## src/rtl/instr_encoder_if.sv

```systemverilog
// instr_encoder_if: command-in / IM-write-out bundle of the instruction encoder.
//   cmd_*    : symbolic instruction command with valid/ready handshake
//   flush    : pad the rest of IM with NOPs, then finish
//   restart  : leave DONE and begin a new program at index 0
//   im_*     : instruction memory write port (byte address, 32-bit word)
//   count    : words written so far; full / done / err : status
// master = command source (boot/test program), slave = encoder.
interface instr_encoder_if #(
  parameter int DEPTH_LOG2 = 10
);
  logic                  cmd_valid;
  logic                  cmd_ready;
  logic [3:0]            cmd_kind;
  logic [4:0]            cmd_rs;
  logic [4:0]            cmd_rt;
  logic [4:0]            cmd_rd;
  logic [15:0]           cmd_imm;
  logic [25:0]           cmd_target;
  logic                  flush;
  logic                  restart;
  logic                  im_we;
  logic [31:0]           im_addr;
  logic [31:0]           im_wdata;
  logic [DEPTH_LOG2:0]   count;
  logic                  full;
  logic                  done;
  logic                  err;

  modport master (
    output cmd_valid, cmd_kind, cmd_rs, cmd_rt, cmd_rd, cmd_imm, cmd_target,
           flush, restart,
    input  cmd_ready, im_we, im_addr, im_wdata, count, full, done, err
  );

  modport slave (
    input  cmd_valid, cmd_kind, cmd_rs, cmd_rt, cmd_rd, cmd_imm, cmd_target,
           flush, restart,
    output cmd_ready, im_we, im_addr, im_wdata, count, full, done, err
  );
endinterface

```

## src/rtl/instr_encoder.sv

```systemverilog
// instr_encoder: packs symbolic MIPS-subset commands into 32-bit machine words
// and writes them sequentially into instruction memory from BASE_ADDR upward.
// A flush pads the remaining words with NOPs (32'h0) and finishes.
// Ports:
//   clk   : clock, all state changes on the rising edge
//   reset : synchronous, active-high
//   bus   : instr_encoder_if.slave (command handshake, IM write port, status)
//
// state   | meaning
// --------+-----------------------------------------------------------
// S_RUN   | accepting commands, one encoded word written per accept
// S_FLUSH | writing one NOP per cycle until the last IM word
// S_DONE  | IM image complete; waits for restart
module instr_encoder #(
  parameter int          DEPTH_LOG2 = 10,
  parameter logic [31:0] BASE_ADDR  = 32'h0000_3000
) (
  input  logic          clk,
  input  logic          reset,
  instr_encoder_if.slave bus
);

  typedef enum logic [1:0] {
    S_RUN   = 2'd0,
    S_FLUSH = 2'd1,
    S_DONE  = 2'd2
  } state_t;

  localparam logic [DEPTH_LOG2:0] IDX_FULL = {1'b1, {DEPTH_LOG2{1'b0}}};
  localparam logic [DEPTH_LOG2:0] IDX_LAST = {1'b0, {DEPTH_LOG2{1'b1}}};
  localparam logic [DEPTH_LOG2:0] IDX_ONE  = {{DEPTH_LOG2{1'b0}}, 1'b1};

  localparam logic [3:0] K_ADDU = 4'd0;
  localparam logic [3:0] K_SUBU = 4'd1;
  localparam logic [3:0] K_JR   = 4'd2;
  localparam logic [3:0] K_LW   = 4'd3;
  localparam logic [3:0] K_SW   = 4'd4;
  localparam logic [3:0] K_BEQ  = 4'd5;
  localparam logic [3:0] K_LUI  = 4'd6;
  localparam logic [3:0] K_ORI  = 4'd7;
  localparam logic [3:0] K_JAL  = 4'd8;

  state_t              state_q, state_d;
  logic [DEPTH_LOG2:0] idx_q, idx_d;
  logic                we_q, we_d;
  logic [31:0]         addr_q, addr_d;
  logic [31:0]         wdata_q, wdata_d;
  logic                err_q, err_d;

  logic                full;
  logic                ready;
  logic                accept;
  logic                legal;
  logic [31:0]         word_addr;
  logic [31:0]         enc_word;

  // Fields not used by a kind are ignored; LUI's rs and JR's rt/rd are
  // forced to zero so stray command bits never reach the decoder.
  function automatic logic [31:0] encode(
    input logic [3:0]  kind,
    input logic [4:0]  rs,
    input logic [4:0]  rt,
    input logic [4:0]  rd,
    input logic [15:0] imm,
    input logic [25:0] target
  );
    logic [31:0] w;
    w = 32'h0;
    case (kind)
      K_ADDU:  w = {6'b000000, rs, rt, rd, 5'b00000, 6'b100000};
      K_SUBU:  w = {6'b000000, rs, rt, rd, 5'b00000, 6'b100010};
      K_JR:    w = {6'b000000, rs, 5'b00000, 5'b00000, 5'b00000, 6'b001000};
      K_LW:    w = {6'b100011, rs, rt, imm};
      K_SW:    w = {6'b101011, rs, rt, imm};
      K_BEQ:   w = {6'b000100, rs, rt, imm};
      K_LUI:   w = {6'b001111, 5'b00000, rt, imm};
      K_ORI:   w = {6'b001101, rs, rt, imm};
      K_JAL:   w = {6'b000011, target};
      default: w = 32'h0;
    endcase
    return w;
  endfunction

  assign full      = (idx_q == IDX_FULL);
  assign ready     = (state_q == S_RUN) & ~full & ~bus.flush & ~reset;
  assign accept    = bus.cmd_valid & ready;
  assign legal     = (bus.cmd_kind <= K_JAL);
  assign word_addr = BASE_ADDR + {{(29 - DEPTH_LOG2){1'b0}}, idx_q, 2'b00};
  assign enc_word  = encode(bus.cmd_kind, bus.cmd_rs, bus.cmd_rt, bus.cmd_rd,
                            bus.cmd_imm, bus.cmd_target);

  always_comb begin
    state_d = state_q;
    idx_d   = idx_q;
    we_d    = 1'b0;
    addr_d  = addr_q;
    wdata_d = wdata_q;
    err_d   = err_q;
    case (state_q)
      S_RUN: begin
        // full is checked first: the last write lands with idx reaching
        // full, and the next cycle finishes regardless of flush.
        if (full) begin
          state_d = S_DONE;
        end else if (bus.flush) begin
          state_d = S_FLUSH;
        end else if (accept) begin
          if (legal) begin
            we_d    = 1'b1;
            addr_d  = word_addr;
            wdata_d = enc_word;
            idx_d   = idx_q + IDX_ONE;
          end else begin
            err_d = 1'b1;
          end
        end
      end
      S_FLUSH: begin
        if (full) begin
          state_d = S_DONE;
        end else begin
          we_d    = 1'b1;
          addr_d  = word_addr;
          wdata_d = 32'h0;
          idx_d   = idx_q + IDX_ONE;
          if (idx_q == IDX_LAST) begin
            state_d = S_DONE;
          end
        end
      end
      S_DONE: begin
        if (bus.restart) begin
          state_d = S_RUN;
          idx_d   = '0;
          err_d   = 1'b0;
        end
      end
      default: begin
        state_d = S_RUN;
      end
    endcase
  end

  always_ff @(posedge clk) begin
    if (reset) begin
      state_q <= S_RUN;
      idx_q   <= '0;
      we_q    <= 1'b0;
      addr_q  <= BASE_ADDR;
      wdata_q <= 32'h0;
      err_q   <= 1'b0;
    end else begin
      state_q <= state_d;
      idx_q   <= idx_d;
      we_q    <= we_d;
      addr_q  <= addr_d;
      wdata_q <= wdata_d;
      err_q   <= err_d;
    end
  end

  assign bus.cmd_ready = ready;
  assign bus.im_we     = we_q;
  assign bus.im_addr   = addr_q;
  assign bus.im_wdata  = wdata_q;
  assign bus.count     = idx_q;
  assign bus.full      = full;
  assign bus.done      = (state_q == S_DONE);
  assign bus.err       = err_q;

endmodule

```

## src/flat_wrapper.sv

```systemverilog
// flat-port wrapper written by rule: the top's interface ports become plain ports
module instr_encoder_flat 
#(
  parameter int          DEPTH_LOG2 = 10,
  parameter logic [31:0] BASE_ADDR  = 32'h0000_3000
)
  (clk, reset, bus_cmd_valid, bus_cmd_kind, bus_cmd_rs, bus_cmd_rt, bus_cmd_rd, bus_cmd_imm, bus_cmd_target, bus_flush, bus_restart, bus_cmd_ready, bus_im_we, bus_im_addr, bus_im_wdata, bus_count, bus_full, bus_done, bus_err);
  instr_encoder_if #(.DEPTH_LOG2(DEPTH_LOG2)) bus_i ();
  input  logic clk;
  input  logic reset;
  input wire logic [$bits(bus_i.cmd_valid)-1:0] bus_cmd_valid;
  input wire logic [$bits(bus_i.cmd_kind)-1:0] bus_cmd_kind;
  input wire logic [$bits(bus_i.cmd_rs)-1:0] bus_cmd_rs;
  input wire logic [$bits(bus_i.cmd_rt)-1:0] bus_cmd_rt;
  input wire logic [$bits(bus_i.cmd_rd)-1:0] bus_cmd_rd;
  input wire logic [$bits(bus_i.cmd_imm)-1:0] bus_cmd_imm;
  input wire logic [$bits(bus_i.cmd_target)-1:0] bus_cmd_target;
  input wire logic [$bits(bus_i.flush)-1:0] bus_flush;
  input wire logic [$bits(bus_i.restart)-1:0] bus_restart;
  output wire logic [$bits(bus_i.cmd_ready)-1:0] bus_cmd_ready;
  output wire logic [$bits(bus_i.im_we)-1:0] bus_im_we;
  output wire logic [$bits(bus_i.im_addr)-1:0] bus_im_addr;
  output wire logic [$bits(bus_i.im_wdata)-1:0] bus_im_wdata;
  output wire logic [$bits(bus_i.count)-1:0] bus_count;
  output wire logic [$bits(bus_i.full)-1:0] bus_full;
  output wire logic [$bits(bus_i.done)-1:0] bus_done;
  output wire logic [$bits(bus_i.err)-1:0] bus_err;
  assign bus_i.cmd_valid = bus_cmd_valid;
  assign bus_i.cmd_kind = bus_cmd_kind;
  assign bus_i.cmd_rs = bus_cmd_rs;
  assign bus_i.cmd_rt = bus_cmd_rt;
  assign bus_i.cmd_rd = bus_cmd_rd;
  assign bus_i.cmd_imm = bus_cmd_imm;
  assign bus_i.cmd_target = bus_cmd_target;
  assign bus_i.flush = bus_flush;
  assign bus_i.restart = bus_restart;
  assign bus_cmd_ready = bus_i.cmd_ready;
  assign bus_im_we = bus_i.im_we;
  assign bus_im_addr = bus_i.im_addr;
  assign bus_im_wdata = bus_i.im_wdata;
  assign bus_count = bus_i.count;
  assign bus_full = bus_i.full;
  assign bus_done = bus_i.done;
  assign bus_err = bus_i.err;
  instr_encoder #(.DEPTH_LOG2(DEPTH_LOG2), .BASE_ADDR(BASE_ADDR)) u_core (.clk(clk), .reset(reset), .bus(bus_i));
endmodule
```

## config.mk

```make
export PLATFORM = sky130hd
export DESIGN_NAME = instr_encoder_flat
export DESIGN_NICKNAME = d
export VERILOG_FILES = /design/src/rtl/instr_encoder_if.sv /design/src/rtl/instr_encoder.sv /design/src/flat_wrapper.sv
export SDC_FILE = /design/constraint.sdc
export NUM_CORES = 1
export LEC_CHECK = 0
export CORE_UTILIZATION = 35
export CTS_BUF_LIST = sky130_fd_sc_hd__clkbuf_8
export DETAILED_ROUTE_END_ITERATION = 8
export GPL_TIMING_DRIVEN = 0
export HOLD_SLACK_MARGIN = 0.05
export MAX_ROUTING_LAYER = met4
export PLACE_DENSITY = 0.67
export SYNTH_ARGS = -nofsm -noshare
export SYNTH_HDL_FRONTEND = slang
export SYNTH_SLANG_ARGS = --single-unit
```

## constraint.sdc

```tcl
create_clock -name clk -period 3 [get_ports clk]
set_input_delay 0.3 -clock clk [delete_from_list [all_inputs] [get_ports clk]]
set_output_delay 0.3 -clock clk [all_outputs]
set_load 0.1 [all_outputs]
```

==> results of run 1 <==
Yosys cell counts, types with 3 or more instances:
master	n	share of area [%]
buf_2	5	0.71
a211oi_1	3	0.64
a22o_1	5	1.2
nand3_1	16	2.3
o211ai_1	4	0.85
nor2_1	10	1.1
a311oi_1	5	1.2
a21oi_1	38	5.4
a31oi_1	14	2.5
o31ai_1	13	2.8
nand2_1	6	0.64
a22oi_1	3	0.64
nand4_1	4	0.71
o32a_1	5	1.4
nor3b_1	17	3.6
buf_4	32	6.8
nand2b_1	6	1.1
o21ai_0	44	6.2
nor3_1	6	0.85
nor2b_1	22	3.9
buf_1	4	0.42
clkbuf_1	39	4.1
a2bb2oi_1	6	1.5
o2111ai_1	19	4.7
nor4_1	4	0.71
inv_1	13	1.4
and2_1	11	1.9
dfxtp_1	58	33
registers in the layout, summed over array words and instances, names as in the netlist:
name,flops
u_core.bus.im_wdata,31
u_core.bus.im_addr,12
u_core.bus.count,11
u_core.state_q,2
u_core.bus.err,1
u_core.bus.im_we,1
worst register-to-register path, delay by kind of cell (launching register included):
family,cells,cell delay (ns)
AO/OA/AOI/OAI,2,0.72
AND/OR/NAND/NOR,2,0.61
buffers and inverters,3,0.53
flip-flops,1,0.37
adder cells (fa/ha/maj),1,0.16
how the worst max path moves through the flow:
stage / startpoint / endpoint / slack (ns) / depth (start not counted)
floorplan: u_core.bus.count[0] / bus_cmd_ready / 0.54 / 6
global placement: u_core.bus.count[0] / bus_cmd_ready / -0.39 / 7
detailed placement: u_core.bus.count[0] / bus_cmd_ready / -0.43 / 7
CTS: u_core.bus.count[0] / bus_cmd_ready / 0.04 / 7
global route: u_core.bus.count[0] / bus_cmd_ready / 0.01 / 7
finish: u_core.bus.count[0] / bus_full / 0.12 / 5
final cells by class:
class	count	area [sq um]
clock inverter	6	81.3
inverter	13	48.8
timing repair buffer	126	1250
buffer	80	428
tap	133	166
fill	962	4490
sequential	58	1160
clock buffer	10	138
multi-input combinational	311	2010
metal layers:
layer / share of wire [%] / global-route usage, % / wire, um
met1: 44 / 28.9 / 5200
met2: 48 / 38.2 / 5580
met3: 6.4 / 3.59 / 754
met4: 1.5 / 7.36 / 172
met5: 0 / - / 0
where the power goes:
part           internal, mW  switching (mW)  total, mW  leakage [nW]
Combinational         0.346           0.890       1.24          1.32
Clock                 0.484           0.320      0.804         0.113
Sequential            0.811          0.0330      0.844         0.469
per-stage QoR:
| step | power, mW | setup WS [ns] | instances | setup TNS [ns] | cell area (sq um) |
|---|---|---|---|---|---|
| floorplan | 1.73 | 0.537 | 462 | 0 | 3640 |
| global placement | 2.05 | -0.388 | 718 | -0.388 | 5040 |
| detailed placement | 2.07 | -0.426 | 718 | -0.426 | 5040 |
| CTS | 2.87 | 0.0353 | 734 | 0 | 5260 |
| global route | 3.00 | 0.00968 | 737 | 0 | 5280 |
| finish | 2.88 | 0.116 | 737 | 0 | 5280 |
cell families after synthesis:
family | Yosys count | share of synthesized area, %
AO/OA/AOI/OAI | 176 | 33.5
AND/OR/NAND/NOR | 112 | 19.2
buffers and inverters | 93 | 13.4
flip-flops | 58 | 32.8
adder cells (fa/ha/maj) | 2 | 0.706
multiplexers | 1 | 0.282
other | 1 | 0.106
repair_timing:
item | in CTS | in global routing
pin swaps | 1 | 1
setup endpoints to repair | 2 | 2
setup buffers | 0 | 3
resized for setup | 7 | 2
hold buffers | 0 | 0
==> metrics.md, run 1 <==
| Metric | Value |
|---|---|
| GRT Residual Overflow | `0` |
| N_diodes | `0` |
| Fmax achieved | `347 MHz` |
| DR WL/cell | `roughly 16 um` |
| RSZ-0062 raised after global routing | `false` |
| Clk buf depth | `2` |
| Reg2reg start | `u_core.bus.count[0]` |
| DRC viols | `0` |
| Routed WL | `~12 mm` |
| WP data required | `approximately 2.7 ns` |
| Layout Nets | `roughly 670` |
| Post-Syn Instances | `about 440` |
| Syn_area_per_cell | `between 7 and 8 sq um` |
| Outcome | `completed` |
| Post-route minimum period | `about 2.9 ns` |
| DR vias/cell | `5.34` |
| Worst path slowest cell | `dlygate4sd2_1` |
| Crit share post-route | `a little over nine tenths` |
| Vias in the first global route | `around 3700` |
| Min-delay src | `u_core.bus.im_addr[5]` |
| CP Buf/Inv Count | `2` |
| Root Buffer | `clkbuf_8` |
| Utilization after layout | `54.0%` |
| Worst Tran Pin Value | `1.03 ns` |
| Die width | `around 100 um` |
| Initial antenna violation count | `0` |
| # rows | `36` |
| Number of DRC markers in iteration 0 | `219` |
| Mapped cell area | `3540 sq um` |
| Worst vdd ir | `~0.23 mV` |
| Clock Sinks | `just under 60` |
| EDFF count, synth | `0` |
| Core area | `slightly below 10000 sq um` |
| Critical path capture point type | `output pin` |
| Commonest non-fill, non-tap cell in the layout | `clkdlybuf4s50_1` |
| Synth Register Bits | `58` |
| Largest delay contributor family on the critical path | `buffers and inverters` |
| Worst Clk Skew | `between 0.009 and 0.01 ns` |
| Hold Path Class | `reg2reg` |
| Clock-pin transition on the worst setup and hold timing paths | `~0.07 ns` |
| Max-cap viol count | `0` |
| Largest net degree at the start of global routing | `11` |
| Hold Slack | `about 0.48 ns` |
| Sequential-to-total area share from yosys stat | `32.8%` |
| Worst R2R Path Depth | `8` |
| H-tree Lvls | `3` |
| Antenna Nets Post-Route | `0` |
| Leakage | `1.90 nW` |
| Pwr Density | `roughly 550 nW/um^2` |
| CTS tree | `yes` |
| Cell breakdown of the critical path | `inv_1, ha_1, or4b_4, nor4_4, dlygate4sd2_1` |
| Library cells used by synthesis | `50` |
| Die Ht | `103 um` |
| CP max FO | `6` |
| Data arrival, critical path | `2.58 ns` |
| Inserted Clock Buffers | `9` |
| Die area | `~11000 sq um` |
| Crit start category | `flop` |
| Drt first pass iters | `4` |
| Post-synthesis async set-or-reset flop share | `0%` |
| Final slew viol count | `0` |
| Post-synth top flop | `dfxtp_1` |
| Hold Path Stages | `2` |
| # IOs | `~150` |
| WHS Endpoint | `u_core.bus.im_addr[5]` |
| Final setup viols | `0` |
| Reg-to-Reg End | `u_core.bus.im_addr[13]` |
| Clk_lat worst skew | `0.34 ns` |
| Share of cells above drive strength 1 | `a little over a tenth` |
| GRT Total Usage | `23.1%` |
| Reg-to-reg slack, setup | `0.50 ns` |
| Crit Path Class | `reg2out` |
| Routed via count | `3934` |
| Number of synthesis warnings | `0` |
| Starting Density | `36.3%` |
| Post-DP HPWL | `about 8.7 mm` |
| Slew Limit Headroom | `31.4%` |
| Layout area overhead | `49.0%` |
| First-pass GRT wire length | `18.3 mm` |
| PortBufs | `123` |
| CP max stage delay | `around 0.9 ns` |
| Hold Vio Cnt, Final | `0` |
| Most frequent cells in the layout | `clkdlybuf4s50_1 (120), dfxtp_1 (58), o21ai_0 (44), clkbuf_1 (38), a21oi_1 (38)` |
| GP Congestion | `around 0.84` |
No activity file was read; power rests on OpenSTA's default activity.
==> run 2, diff against run 1 <==
Settings changed: DONT_BUFFER_PORTS set to 1, PLACE_DENSITY 0.67 to not set.
==> run 2 against run 1 <==
Compared with the run above: total power decreased by 11%; cell count fell by 17%; wire length decreased by 3.5%; register-to-register slack got worse by 0.13 ns; non-clock buffer count down 125; largest power group is now sequential cells.
==> metrics.md, run 2 (same netlist as run 1, synthesis figures left out) <==
| Metric | Value |
|---|---|
| Die Ht | `around 100 um` |
| Setup TNS | `0 ns` |
| GP Congestion | `approximately 0.88` |
| CTS tree | `yes` |
| Post-DP HPWL | `a little over 8 mm` |
| Slew Limit Headroom | `under 10%` |
| Utilization after layout | `40.9%` |
| Placed cells | `595` |
| Crit Path Class | `reg2out` |
| PortBufs | `0` |
| Drt first pass iters | `4` |
| PnR worst setup slack | `around 0.14 ns` |
| Worst path slowest cell | `nor4_4` |
| CP max stage delay | `1.06 ns` |
| GRT Residual Overflow | `0` |
| P_int | `approximately 1.4 mW` |
| Die area | `10500 sq um` |
| Most frequent cells in the layout | `dfxtp_1 (57), o21ai_0 (44), clkbuf_1 (38), a21oi_1 (38), buf_4 (34)` |
| Sequential power share | `between 40 and 50%` |
| Number of DRC markers in iteration 0 | `a little over 200` |
| Total chip power | `approximately 2.6 mW` |
| Worst vdd ir | `between 0.2 and 0.25 mV` |
| N_diodes | `0` |
| H-tree Lvls | `3` |
| Post-route minimum period | `2.86 ns` |
| Crit start category | `flop` |
| Vias in the first global route | `3315` |
| # rows | `36` |
| Die width | `103 um` |
| Inserted Clock Buffers | `9` |
| DRC viols | `0` |
| Cell area after layout | `roughly 4000 sq um` |
| Data arrival, critical path | `about 2.6 ns` |
| Initial antenna violation count | `0` |
| GRT Total Usage | `22.2%` |
| Clk_lat worst skew | `0.33 ns` |
| Clock Sinks | `58` |
| Cts hold-fix bufs | `0` |
| Critical path capture point type | `output pin` |
| Hold Path Class | `in2reg` |
| Clock-pin transition on the worst setup and hold timing paths | `about 0.070 ns` |
| Layout area overhead | `12.9%` |
| Routed WL | `about 11 mm` |
| Routed via count | `between 3000 and 4000` |
| CP max FO | `10` |
| Commonest non-fill, non-tap cell in the layout | `dfxtp_1` |
| Crit share post-route | `between 90% and 100%` |
| Worst Tran Pin Value | `around 1.4 ns` |
| Sw Ratio | `46.7%` |
| Starting Density | `roughly 36%` |
| First-pass GRT wire length | `17.3 mm` |
| Hold Vio Cnt, Final | `0` |
| Max reg flops | `31` |
| DR vias/cell | `roughly 5.7` |
| Gate power share | `about a third` |
| Leakage | `around 1.4 nW` |
| Reg-to-reg slack, setup | `0.37 ns` |
| WP data required | `2.70 ns` |
| Final setup viols | `0` |
| Layout Nets | `approximately 540` |
| Pwr Density | `643 nW/um^2` |
| Clk pwr share | `between 20% and 30%` |
| # IOs | `around 150` |
| Antenna Nets Post-Route | `0` |
| Core area | `9770 sq um` |
| Final Non-Filler Cells | `610` |
| Largest net degree at the start of global routing | `19` |
| Psw | `about 1.2 mW` |
| Cell breakdown of the critical path | `inv_1, ha_1, or4b_4, o41ai_4, buf_4, nor4_4` |
| Share of cells above drive strength 1 | `12.8%` |
| Fmax achieved | `350 MHz` |
| Placed Area | `about 3800 sq um` |
| Outcome | `completed` |
| Hold Slack | `between 0.09 and 0.1 ns` |
| DR WL/cell | `~19 um` |
| Max-cap viol count | `0` |
| Clk buf depth | `2` |
| Pre-CTS WS | `between 0.2 and 0.3 ns` |
| Final slew viol count | `0` |
| Root Buffer | `clkbuf_8` |
| Worst Clk Skew | `~0.010 ns` |
| RSZ-0062 raised after global routing | `false` |
-- run 2: changes by cell type in the layout (fill, tap and decap cells not counted), sizes merged --
cell / delta
dlygate4sd2: -1
clkbuf: +2
inv: -1
buf: -3
dlymetal6s2s: -1
clkdlybuf4s50: -120
bufinv: -2
clkinv: -1
-- run 2: cell type report --
| type | count | area [sq um] |
|---|---|---|
| fillers | 1057 | 5770 |
| multi-input cells | 311 | 2010 |
| flip-flops and latches | 58 | 1160 |
| plain buffers | 79 | 423 |
| well taps | 133 | 166 |
| clock buffers | 12 | 165 |
| inverters | 13 | 48.8 |
| repair buffers | 2 | 15.0 |
| clock inverters | 2 | 12.5 |
-- run 2: power by group through the flow --
stage	logic, mW	registers, mW	clock network [mW]
final	0.843	1.06	0.667
after global routing	0.901	1.07	0.715
after CTS	0.822	1.06	0.680
after floorplan	0.666	1.06	0
after detailed placement	0.819	1.08	0
after global placement	0.815	1.08	0
-- run 2: worst paths after layout --
kind,to,cells past startpoint,startpoint
max reg2reg,u_core.bus.count[7],6,u_core.state_q[0]
max,bus_cmd_ready,6,u_core.bus.count[1]
min,u_core.state_q[0],1,bus_flush
min reg2reg,u_core.bus.im_addr[2],2,u_core.bus.count[0]
-- run 2: worst max-delay path, delay by kind of cell (launching register included) --
| kind | cells | cell delay, ns |
|---|---|---|
| flip-flops | 1 | 0.43 |
| adder cells (fa/ha/maj) | 1 | 0.17 |
| AND/OR/NAND/NOR | 2 | 1.30 |
| buffers and inverters | 2 | 0.27 |
| AO/OA/AOI/OAI | 1 | 0.06 |
-- run 2: metal layers --
metal	GRT usage [%]	wire, um	vias to the layer above
met3	6.58	931	17
met1	26.4	4860	1639
met2	35.3	5300	143
li1	-	-	1667
met4	8.02	212	0
met5	-	0	-
-- run 2: timing repair --
action                                  in CTS  in global routing
endpoints found under the hold margin        0                  0
gates resized for setup                      1                  0
pin swaps                                    1                  2
gates cloned                                 0                  0
buffers inserted                             0                  2
endpoints found under the setup margin       1                  8
==> run 3, diff against run 2 <==
Settings changed: CORE_MARGIN set to 1.5, CORE_UTILIZATION 35 to 50.
==> run 3 against run 2 <==
Compared with the run above: register-to-register slack worse by 0.17 ns; sequential power hardly changed; clock skew grew 0.0032 ns; non-clock buffer count down 1; clock power barely moved; sequential share of layout area grew 0.36 points; total power down 0.42%; via count shrank 0.81%; die area decreased by 28%; count of clock-buffer cells in the layout fell by 2; wire length shrank 6.9%; combinational power shrank 0.9%; critical endpoint unchanged; largest cell class unchanged.
==> metrics.md, run 3 (same netlist as run 1, synthesis figures left out) <==
| Metric | Value |
|---|---|
| Hold Path Class | `in2reg` |
| First-pass GRT wire length | `16.2 mm` |
| CP max stage delay | `roughly 0.88 ns` |
| Met3 usage | `6.73%` |
| Hold Slack | `between 0.1 and 0.15 ns` |
| Clk pwr share | `about a quarter` |
| Layout Nets | `541` |
| Sequential power share | `41.4%` |
| Crit path from | `u_core.bus.count[10]` |
| Routed via count | `3438` |
| Cell area after layout | `approximately 4000 sq um` |
| P_int | `between 1 and 1.5 mW` |
| Max-cap viol count | `0` |
| Leakage | `1.38 nW` |
| Worst Tran Pin Value | `around 1.4 ns` |
| Die width | `between 80 and 90 um` |
| Slew Limit Headroom | `approximately 8.9%` |
| Pwr Density | `approximately 650 nW/um^2` |
| Crit Path Class | `reg2out` |
| Placed cells | `~560` |
| Largest net degree at the start of global routing | `19` |
| Final Non-Filler Cells | `between 500 and 600` |
| Met2 GRT Util | `43.6%` |
| Setup TNS | `0 ns` |
| Fillers | `just over 700` |
| GRT Total Usage | `28.5%` |
| GRT Residual Overflow | `0` |
| Number of DRC markers in iteration 0 | `a little over 200` |
| DR vias/cell | `5.99` |
| Crit share post-route | `between 90 and 100%` |
| # rows | `30` |
| Starting Density | `a little over 50%` |
| Data arrival, critical path | `~2.6 ns` |
| Cell breakdown of the critical path | `or4b_4, o41ai_4, nor4_4` |
| Clk_lat worst skew | `between 0.3 and 0.4 ns` |
| Vias in the first global route | `roughly 3200` |
| Worst vdd ir | `0.233 mV` |
| Clock Sinks | `58` |
| Max reg flops | `31` |
| Fmax achieved | `~340 MHz` |
| Outcome | `completed` |
| Gate power share | `about a third` |
| Crit start category | `flop` |
| Placed Area | `3760 sq um` |
| H-tree Lvls | `3` |
| Clk buf depth | `2` |
| Root Buffer | `clkbuf_8` |
| Drt first pass iters | `5` |
| CP Buf/Inv Count | `0` |
| Post-DP HPWL | `7.54 mm` |
| Global routing usage on met1 | `between 30 and 40%` |
| Layout area overhead | `11.5%` |
| PnR worst setup slack | `0.0960 ns` |
| DRC viols | `0` |
| Min-delay src | `reset` |
| Die Ht | `~87 um` |
| N_diodes | `0` |
| WP data required | `between 2 and 3 ns` |
| Worst Clk Skew | `around 0.014 ns` |
| Pre-CTS WS | `between 0.2 and 0.3 ns` |
| Die area | `~7600 sq um` |
| Reg2reg start | `u_core.bus.count[10]` |
| Share of cells above drive strength 1 | `between 10% and 20%` |
| Commonest non-fill, non-tap cell in the layout | `dfxtp_1` |
| Routed WL | `around 11 mm` |
| Post-route minimum period | `2.90 ns` |
| Inserted Clock Buffers | `9` |
| Initial antenna violation count | `0` |
| Core area | `around 7000 sq um` |
| Sw Ratio | `roughly half` |
| Hold Vio Cnt, Final | `0` |
| Most frequent cells in the layout | `dfxtp_1 (57), o21ai_0 (44), clkbuf_1 (38), a21oi_1 (38), buf_4 (32)` |
| Largest delay contributor family on the critical path | `compound AO/OA/AOI/OAI gates` |
| Busiest grt layer | `met2` |
| # IOs | `roughly 150` |
| Psw | `1.23 mW` |
| GP Congestion | `roughly 0.86` |
| Critical path capture point type | `output pin` |
| Final setup viols | `0` |
| CTS tree | `yes` |
| Antenna Nets Post-Route | `0` |
| RSZ-0062 raised after global routing | `false` |
| PortBufs | `0` |
| # Post-CTS Setup Buffers | `0` |
| Clock-pin transition on the worst setup and hold timing paths | `0.07 ns` |
| Worst path slowest cell | `o41ai_4` |
| CP max FO | `18` |
| DR WL/cell | `18.3 um` |
| Final slew viol count | `0` |
-- run 3: changes by cell type in the layout (fill, tap and decap cells not counted) --
cell           change
clkbuf_8           -2
clkinv_2           +1
dlygate4sd3_1      +1
buf_4              -2
clkinvlp_4         +1
clkinv_4           +2
-- run 3: per-stage QoR --
step	util (%)	total power, mW
global placement	55.1	1.89
detailed placement	55.1	1.90
CTS	57.7	2.55
finish	57.9	2.56
floorplan	-	1.73
global route	57.9	2.66
-- run 3: path summary, 6_finish.rpt --
path / cells past startpoint / slack [ns] / to
setup / recovery: 3 / 0.1 / bus_cmd_ready
hold / removal: 2 / 0.14 / u_core.bus.count[9]
setup reg to reg: 5 / 0.20 / u_core.bus.im_wdata[12]
hold reg to reg: 2 / 0.53 / u_core.bus.im_addr[2]
-- run 3: power groups by stage --
stage	Sequential [mW]	Clock, mW	Combinational [mW]
2_1_floorplan	1.06	0	0.666
3_3_place_gp	1.08	0	0.818
3_5_place_dp	1.08	0	0.822
4_1_cts	1.06	0.669	0.823
5_1_grt	1.07	0.707	0.889
6_report	1.06	0.665	0.835
-- run 3: repair_timing --
action                     CTS  global route
hold endpoints to repair     0             1
pin swaps                    1             2
hold buffers                 0             1
setup endpoints to repair    1             3
gates resized for setup      1             0
-- run 3: cell type report --
cell class                 count  area, sq um  share of cell area, %
buffer                        79          423                   10.7
sequential                    58         1160                   29.4
tap                           96          120                   3.04
clock buffer                  10          138                   3.48
multi-input combinational    311         2010                   50.8
inverter                      13         48.8                   1.23
clock inverter                 6         42.5                   1.08
timing repair buffer           1         10.0                  0.253
-- run 3: worst reg2reg max path: stages (launching register included) --
cell and delay [ns]:
dfxtp_1 0.50, or4b_4 0.55, o41ai_4 0.88, clkbuf_1 0.45, o21ai_0 0.16, a21oi_1 0.18
-- run 3: routing by layer --
layer / routed length [um] / share of wire [%]
met2: 4900 / 47
met5: 0 / 0
met3: 719 / 6.8
met4: 119 / 1.1
met1: 4790 / 46
==> edit: new RTL, config.mk and constraints of run 3 <==
Take the reset off `wdata_q` and load it in a clocked block of its own.
--- a/src/rtl/instr_encoder.sv
+++ b/src/rtl/instr_encoder.sv
@@ -147,16 +147,18 @@
       idx_q   <= '0;
       we_q    <= 1'b0;
       addr_q  <= BASE_ADDR;
-      wdata_q <= 32'h0;
       err_q   <= 1'b0;
     end else begin
       state_q <= state_d;
       idx_q   <= idx_d;
       we_q    <= we_d;
       addr_q  <= addr_d;
-      wdata_q <= wdata_d;
       err_q   <= err_d;
     end
+  end
+
+  always_ff @(posedge clk) begin
+    wdata_q <= wdata_d;
   end
 
   assign bus.cmd_ready = ready;
Function: differs if reset is asserted again (counterexample within 4 cycles, from zero or initial values and one cycle with reset high); with reset held inactive, the same outputs for 4 cycles.
==> edit against run 3 <==
Worst setup slack gained 0.30 ns; area after synthesis shrank 16%; via count shrank 32%; design area shrank 15%; wire length shrank 34%; critical endpoint is now bus_full; cell count shrank 25%; synthesized cell count shrank 28%; sequential cell count is the same; count of clock-buffer cells in the layout is the same; highest routed layer unchanged; maximum frequency grew 11%; non-clock buffer count shrank 27.
Power is not compared: it rests on default switching activity, and its combinational part moved more than twofold at a synthesized area within 25%.
==> edit: results (changes against run 3) <==
H-tree Lvls: 3 (unchanged)
GRT Total Usage: 0.226 (was 0.285)
CP max stage delay: 0.71 ns (was 0.88 ns)
Total wire length: 6.98 mm (was 10.5 mm)
Worst slew margin relative to its limit: 0.328 (was 0.0891)
CP max FO: 7 (was 18)
Share of layout cells above drive strength 1: 0.197 (was 0.128)
Number of enable flip-flop cells after synthesis: 31 (was 0)
Status: finished clean (unchanged)
Post-synthesis cell type count: 45 (was 50)
Final-stage net count: 419 (was 541)
Drt pass-1 iters: 4 (was 5)
Sequential area share after synthesis: 0.493 (was 0.328)
Largest net degree at the start of global routing: 41 (was 19)
GRT met1 Usage: 0.260 (was 0.376)
Largest cells by area after synthesis: edfxtp_1 (31%), dfxtp_1 (18%), buf_4 (8.5%) (was dfxtp_1 (33%), buf_4 (6.8%), o21ai_0 (6.2%))
Post-DP HPWL: 5.16 mm (was 7.54 mm)
Fill count: 493 (was 709)
GP Congestion: 0.840 (was 0.864)
Worst skew pair latency: 0.33 ns (was 0.35 ns)
Post-CTS sizing: 0 (was 1)
Starting DRT DRC Count: 155 (was 205)
CP max-delay cell: inv_1 (was o41ai_4)
Prevailing post-synth register cell: edfxtp_1 (was dfxtp_1)
Clk_skew: 0.0101 ns (was 0.0136 ns)
Via density: 5.47 (was 5.99)
Cell Area, Placed: 3180 um2 (was 3760 um2)
Synth cell count leaders: nor2_1 (39), buf_4 (34), nand2_1 (32) (was dfxtp_1 (58), o21ai_0 (44), clkbuf_1 (39))
Met3 Use GR: 0.0466 (was 0.0673)
-- edit: changes by cell type after synthesis, moves of 19 or more --
cell,delta
clkbuf_1,-34
edfxtp_1,+31
nand2_1,+26
dfxtp_1,-31
nor2_1,+29
o21ai_0,-24
o2111ai_1,-19
-- edit: cells by family after synthesis --
kind of cell,count (synthesis),synth area share
buf+inv,61,0.127
other cells,1,0.00126
simple gates,111,0.181
mux,1,0.00335
flops,58,0.493
fa+ha+maj,2,0.00838
compound gates,85,0.186
-- edit: worst paths after layout --
path | slack (ns) | startpoint | end | cells past startpoint
worst max-delay path | 0.39 | u_core.bus.count[5] | bus_full | 3
worst min-delay path | 0.16 | bus_cmd_valid | u_core.bus.err | 2
worst max register to register | 0.64 | u_core.bus.count[5] | u_core.bus.err | 5
worst min register to register | 0.52 | u_core.bus.count[0] | u_core.bus.im_addr[2] | 2
-- edit: layer usage --
| layer | share of wire | up-vias |
|---|---|---|
| met5 | 0 | - |
| met4 | 0.014 | 0 |
| met3 | 0.069 | 7 |
| met2 | 0.51 | 105 |
| met1 | 0.41 | 1081 |
| li1 | - | 1149 |
-- edit: worst max-delay path: cells and delay by family (launching register included) --
kind          cells  cell delay [ns]
simple gates      2             0.90
buf+inv           1             0.71
flops             1             0.37
-- edit: cell type report --
cell class                      instances  share of cell area
Clock inverter                          6             0.00971
Timing Repair Buffer                    2             0.00934
Multi-Input combinational cell        219               0.361
Tap cell                               72              0.0269
Inverter                               10              0.0127
Buffer                                 51               0.100
Clock buffer                           10              0.0411
Sequential cell                        58               0.439
-- edit: stage by stage --
| step | worst slack, ns | hold slack (ns) | utilization | std cells | power (mW) |
|---|---|---|---|---|---|
| after global placement | -0.0713 | 0.467 | 0.558 | 410 | 1.37 |
| after CTS | 0.370 | 0.146 | 0.594 | 428 | 2.00 |
| after floorplan | 0.237 | 0.457 | - | 338 | 1.34 |
| final | 0.392 | 0.160 | 0.594 | 428 | 1.98 |
| after global routing | 0.282 | 0.145 | 0.594 | 428 | 2.05 |
| after detailed placement | 0.657 | 0.492 | 0.564 | 412 | 1.38 |
-- edit: power breakdown --
part	total, mW	switching [mW]	internal, mW
registers	1.02	0.150	0.868
clock network	0.621	0.306	0.315
logic	0.342	0.266	0.0757
total	1.98	0.722	1.26
